<file path="src/rtl/systolic_drain_right_out.sv">
// systolic_drain_right_out
//   Output-side deskew stage for the MAC array. Column c of the array's bottom
//   row emits its results c beats later than column 0. This block gathers
//   2*MAC_WIDTH-1 beats into a full MAC_WIDTH x MAC_WIDTH result matrix. It
//   holds that matrix until the consumer acknowledges it, then re-arms.
//
//   Optional feature: define DRAIN_OVERRUN_DETECT_EN to build the sticky
//   overrun flag. It is set by lane_valid outside COLLECT, or by start while
//   busy. When the macro is undefined, overrun is tied to 0.
module systolic_drain_right_out #(
  parameter int DATA_SIZE = 16,
  parameter int MAC_WIDTH = 8,
  parameter int BEAT_W    = 5
) (
  input  logic                                     clock,
  input  logic                                     reset,
  input  logic                                     start,
  input  logic [DATA_SIZE*MAC_WIDTH-1:0]           lane_in,
  input  logic                                     lane_valid,
  output logic [DATA_SIZE*MAC_WIDTH*MAC_WIDTH-1:0] matrix_out,
  output logic                                     matrix_out_valid,
  input  logic                                     matrix_out_ack,
  output logic                                     busy,
  output logic                                     overrun
);

  typedef enum logic [1:0] {
    IDLE    = 2'd0,
    COLLECT = 2'd1,
    HOLD    = 2'd2
  } state_t;

  localparam logic [BEAT_W-1:0] LAST_BEAT = BEAT_W'(2 * MAC_WIDTH - 2);

  state_t               state;
  state_t               state_next;
  logic [BEAT_W-1:0]    beat;
  logic                 capture;
  logic [DATA_SIZE-1:0] buffer [MAC_WIDTH][MAC_WIDTH];

  // A beat is consumed only while collecting. Bubbles (lane_valid=0) do not advance anything.
  assign capture = (state == COLLECT) && lane_valid;

  // State register.
  // NOTE: sequential state is updated with non-blocking assignments, so every
  // always_ff block reads the values from before the clock edge.
  always_ff @(posedge clock or posedge reset) begin
    if (reset) state <= IDLE;
    else       state <= state_next;
  end

  // Next-state logic: start arms collection, the last beat freezes the matrix, and ack releases it.
  // NOTE: the default assignment at the top of the block keeps every path
  // assigned, so no latch is inferred.
  always_comb begin
    state_next = state;
    unique case (state)
      IDLE:    if (start) state_next = COLLECT;
      COLLECT: if (capture && (beat == LAST_BEAT)) state_next = HOLD;
      HOLD:    if (matrix_out_ack) state_next = IDLE;
      default: state_next = IDLE;
    endcase
  end

  // Beat counter: cleared when a tile is armed and advanced on each captured beat.
  always_ff @(posedge clock or posedge reset) begin
    if (reset) begin
      beat <= '0;
    end else if ((state == IDLE) && start) begin
      beat <= '0;
    end else if (capture) begin
      beat <= beat + 1'b1;
    end
  end

  // Deskew buffer: at beat k, lane c carries element (k-c, c). So element (r,c) is written at beat r+c.
  // NOTE: this storage is reset explicitly because matrix_out must read as all
  // zeros after reset. Between tiles it is never cleared, because each
  // element is overwritten exactly once per tile.
  always_ff @(posedge clock or posedge reset) begin
    if (reset) begin
      for (int r = 0; r < MAC_WIDTH; r++) begin
        for (int c = 0; c < MAC_WIDTH; c++) begin
          buffer[r][c] <= '0;
        end
      end
    end else if (capture) begin
      for (int r = 0; r < MAC_WIDTH; r++) begin
        for (int c = 0; c < MAC_WIDTH; c++) begin
          if (beat == BEAT_W'(r + c)) begin
            buffer[r][c] <= lane_in[c*DATA_SIZE +: DATA_SIZE];
          end
        end
      end
    end
  end

  // Flatten the buffer into the row-major output bus.
  for (genvar r = 0; r < MAC_WIDTH; r++) begin : g_row
    for (genvar c = 0; c < MAC_WIDTH; c++) begin : g_col
      assign matrix_out[(r*MAC_WIDTH + c)*DATA_SIZE +: DATA_SIZE] = buffer[r][c];
    end
  end

  assign matrix_out_valid = (state == HOLD);
  assign busy             = (state != IDLE);

`ifdef DRAIN_OVERRUN_DETECT_EN
  logic overrun_q;

  // Sticky protocol-error flag. It is set by data outside COLLECT, or by start while busy. Only reset clears it.
  always_ff @(posedge clock or posedge reset) begin
    if (reset) begin
      overrun_q <= 1'b0;
    end else if ((lane_valid && (state != COLLECT)) || (start && (state != IDLE))) begin
      overrun_q <= 1'b1;
    end
  end

  assign overrun = overrun_q;
`else
  assign overrun = 1'b0;
`endif

endmodule

</file>
<file path="config.mk">
export PLATFORM = sky130hd
export DESIGN_NAME = systolic_drain_right_out
export DESIGN_NICKNAME = d
export VERILOG_FILES = /design/src/rtl/systolic_drain_right_out.sv
export SDC_FILE = /design/constraint.sdc
export NUM_CORES = 2
export LEC_CHECK = 0
export BUFFER_PORTS_ARGS = -buffer_cell sky130_fd_sc_hd__buf_2
export CAP_MARGIN = 20
export CELL_PAD_IN_SITES_DETAIL_PLACEMENT = 0
export CELL_PAD_IN_SITES_GLOBAL_PLACEMENT = 1
export CORE_AREA = 2 2 449 451
export CTS_BUF_LIST = sky130_fd_sc_hd__clkbuf_16
export DETAILED_ROUTE_END_ITERATION = 6
export DIE_AREA = 0 0 451 453
export GPL_TIMING_DRIVEN = 0
export PLACE_DENSITY = 0.51
export RECOVER_POWER = 100
export SETUP_SLACK_MARGIN = 0.2
export SLEW_MARGIN = 20
export SYNTH_ARGS = -nofsm -noshare
export SYNTH_HDL_FRONTEND = slang
export SYNTH_SLANG_ARGS = --single-unit
</file>
<file path="constraint.sdc">
create_clock -name clock -period 99.1 [get_ports clock]
set_input_delay 9.91 -clock clock [delete_from_list [all_inputs] [get_ports clock]]
set_output_delay 9.91 -clock clock [all_outputs]
set_load 0.01 [all_outputs]
</file>
# Word level (Yosys, flattened, before mapping)
# Cells that the tools add are included.
# classes
n_addsub,1
n_eq_ne,19
mux,6
n_reduce_logical,23
# ops
operator,n
equality test 5 x 4 -> 1 bit (second input constant),7
AND reduction 2 bit,15
equality test 5 x 3 -> 1 bit (second input constant),4
equality test 5 x 2 -> 1 bit (second input constant),2
2-to-1 mux 5 bit,2
2-to-1 mux 2 bit,3
one-hot mux 2 bit (3 select lines),1
adder 5 x 1 -> 5 bit (second input constant),1
equality test 5 x 1 -> 1 bit (second input constant),1
zero test 5 bit,1
inequality test 2 x 1 -> 1 bit (second input constant),2
nonzero test 2 bit,2
logical AND 1 bit,3
AND reduction 3 bit,1
equality test 2 x 1 -> 1 bit (second input constant),1
equality test 2 bit (second input constant),1
zero test 2 bit,1
inequality test 2 bit (second input constant),1
# totals
register_bits,1031
inputBits,133
output_inout_bits,1027
elab_cells,115

# Logic depth before layout (Yosys ltp)
# logic_depth
depth_word,5
ltp_mapped,7
mapped_depth_nobuf,4

# Worst setup path before layout
# OpenSTA, ideal clock, no wires.
# synth_timing
path_kind,input port to flip-flop
start,in lane_valid
end,"reg buffer, in the netlist matrix_out[624]"
setup_ps,125
arrival_ps,11102
t_required_ps,98975
slack_ps,87873
path_stages,6
n_path_buf,3
cell_sequence,and4bb_4 -> buf_8 -> and3_1 -> buf_4 -> buf_6 -> mux2_2
# synth_via
elab_chain_cells,2
# synth_lines
element,line,text
from (decl),19,"input logic lane_valid,"
logical AND 1 bit,42,assign capture = (state == COLLECT) && lane_valid;
AND reduction 2 bit (no source line),--,
"to (signal, indexed assignment)",91,buffer[r][c] <= lane_in[c*DATA_SIZE +: DATA_SIZE];
to (decl),39,logic [DATA_SIZE-1:0] buffer [MAC_WIDTH][MAC_WIDTH];
# Every way passes these cells.
# A chain may end at the register's enable or synchronous reset.

==> metrics.csv <==
metric;value;unit
DRT Pass-1 Iters;6;
area share of fa/ha/maj cells after synthesis;0.001280;
Area growth syn-to-layout;27.54;%
compound-gate portion of the synthesized area;0.001088;
Post-layout nets;3648;
slew margin rel.;-2.583;
Synth async-reset ratio;1.000;
flops & latches, synth;1031;
Crit. End Element;async pin;
fin. max-slew vios;1098;
total global-route track usage;0.1582;
PortBufs;1158;
status;complete, but fails checks;
Routed wire per std cell;26.56;um
clk_skew;0.03429;ns
minimum clock period;22.87;ns
most frequent cells in the layout;1150 x clkbuf_1, 1031 x dfrtp_1, 841 x mux2_2;
startpoint types;input pin;
latest clock arrival within the worst-skew pair;0.78;ns
dpl cells;6045;
warnings from Yosys;0;
Residual DRC;0;
Clock Tree Buf Depth;3;
Final Cycle Share;0.2308;
Synth Flop Type;dfrtp_1;
share of layout cells above drive strength 1;0.3164;
Chip Height;453;um
Post-Syn Nets;2356;
Yosys cell types;34;
failing checks;max-capacitance violations, max-slew violations;
Peak supply drop;14.88;uV
EDFF count, synth;0;
total CTS buffers;120;
Min-Delay Path Class;reg2reg;
Final Setup Violations;0;
largest family of logic cells by synthesized area;multiplexers;
Root Driver;clkbuf_16;
WL final;166800;um
die area;204300;um2
clk slew on worst S/H paths;0.06;ns
sequential-to-total area share from yosys stat;0.6601;
final setup TNS;0;ns
XOR/XNOR Fraction of Synth Area;0.0004482;
Post-CTS Setup Bufs;0;
gr ovfl total;0;
Final Power;1.745;mW
CTS tree;yes;
Mapped Cells;2219;
number of global-route vias before repair;25300;
Arr. time, crit path;22.47;ns
number of max-cap violations;17;
initial DRC count;1222;
first-pass GRT wire length;223700;um
PD cells;35.00;nW/um2
Finished Cell Area;49850;um2
worst-path maximum fanout;98;
DP Area;48540;um2
vias per inst;3.901;
mux cell area share after synthesis;0.3068;
gpl congestion;0.8087;
via count;24500;
Mapped Area;39090;um2
cts hold-fix bufs;0;
# rows;164;
Num Clock Sinks;1031;
width of the die;451;um
post_cts resized;0;
reg2reg setup slack;94.48;ns
crit path kind;in2async;
initial antenna violation count;29;
IO Pins;1160;
Critical Path RT;98.71;ns
Hold Violations, Final;0;
commonest non-fill, non-tap cell in the layout;clkbuf_1;
Final HPWL DP;126600;um
syn avg cell area;17.61;um2
simple-gate share of the synthesized area;0.006338;
measured slew at the worst slew-check pin;5.374;ns
largest net degree at the start of global routing;100;
initial core utilization;0.1962;
Non-Filler Instances;6280;
Final ANT Viol Nets;0;
leakage power;21.91;nW
CORE AREA;199200;um2
Max Clk Rate;0.04373;GHz
RSZ-0062 raised after global routing;false;
H-tree Lvls;3;
## metal layers
| layer | track usage | vias up | wire [um] |
|---|---|---|---|
| met5 | 0 | - | 27 |
| met4 | 0.05837 | 4 | 6610 |
| met3 | 0.04653 | 239 | 11990 |
| met2 | 0.2755 | 793 | 84610 |
| met1 | 0.1828 | 12950 | 63550 |
| li1 | - | 10510 | - |
## final timing paths
path,start,to,depth (start not counted)
max,reset,matrix_out[120]$_DFFE_PP0P_,5
min in group asynchronous,reset,matrix_out[816]$_DFFE_PP0P_,2
max in group clock,lane_valid,matrix_out[913]$_DFFE_PP0P_,7
min reg2reg,beat[4]$_DFFE_PP0P_,beat[4]$_DFFE_PP0P_,1
min,beat[4]$_DFFE_PP0P_,beat[4]$_DFFE_PP0P_,1
max reg2reg,state[1]$_DFFE_PP0P_,matrix_out[913]$_DFFE_PP0P_,6
## Yosys cell counts (2+ instances only)
cell type  instances  area, um2
mux2_4           120       1802
o211ai_1           2      15.01
and3_1             4      25.02
dfrtp_1         1031      25800
o31ai_1            2      15.01
nor2_1             5      18.77
buf_4             21      157.7
inv_1              5      18.77
nor2b_1            2      12.51
and4_1             3      26.28
mux2_2           841       9470
ha_1               4      50.05
buf_6             45      506.7
buf_2             44      220.2
nand3_4            2      35.03
nand3_2            6      60.06
clkbuf_2           3      15.01
mux2_1            63      709.4
## registers in the layout (all words and copies together) (netlist names)
signal / count
beat: 5
matrix_out: 1024
state: 2
## worst max-delay path: stages
cell and delay [ns]:
buf_2 0.10, clkinvlp_2 1.90, clkbuf_1 2.75, clkbuf_1 3.65, clkbuf_1 3.85
## logic make-up (layout without fill, tap and decap cells)
kind of cell | Yosys count | count (layout)
AOI/OAI and AO/OA | 6 | 6
and+or+nand+nor | 31 | 31
other | 1 | 12
adders and majority gates | 4 | 4
buffers and inverters | 119 | 1513
muxes | 1025 | 1025
DFF | 1031 | 1031
xor gates and xnor gates | 2 | 2
## metrics by stage
step / utilization / hold WS, ns / worst slack (ns)
5_1_grt: 0.2501 / 0.4888 / 73.51
6_report: 0.2502 / 0.4843 / 76.23
3_3_place_gp: 0.2419 / 0.4636 / 45.30
4_1_cts: 0.2627 / 0.4827 / 87.36
3_5_place_dp: 0.2436 / 0.4683 / 86.61
2_1_floorplan: - / 0.4472 / 60.18
## final cells by class
class	instances	area, um2
antenna	11	27.53
clock buffer	120	3003
inverter	5	20.02
fill	21370	149400
sequential	1031	25800
timing repair buffer	1170	4556
tap	2656	3323
clock inverter	104	798.3
buffer	114	434.2
multi-input combinational	1069	11890
## power breakdown
group          total, mW  internal (mW)  switching [mW]  leakage [nW]
Combinational      0.599          0.237           0.362          6.94
Sequential         0.713          0.615          0.0982          13.0
Clock              0.433          0.241           0.192          1.97
Note: power is estimated with default switching activity, not from simulation.
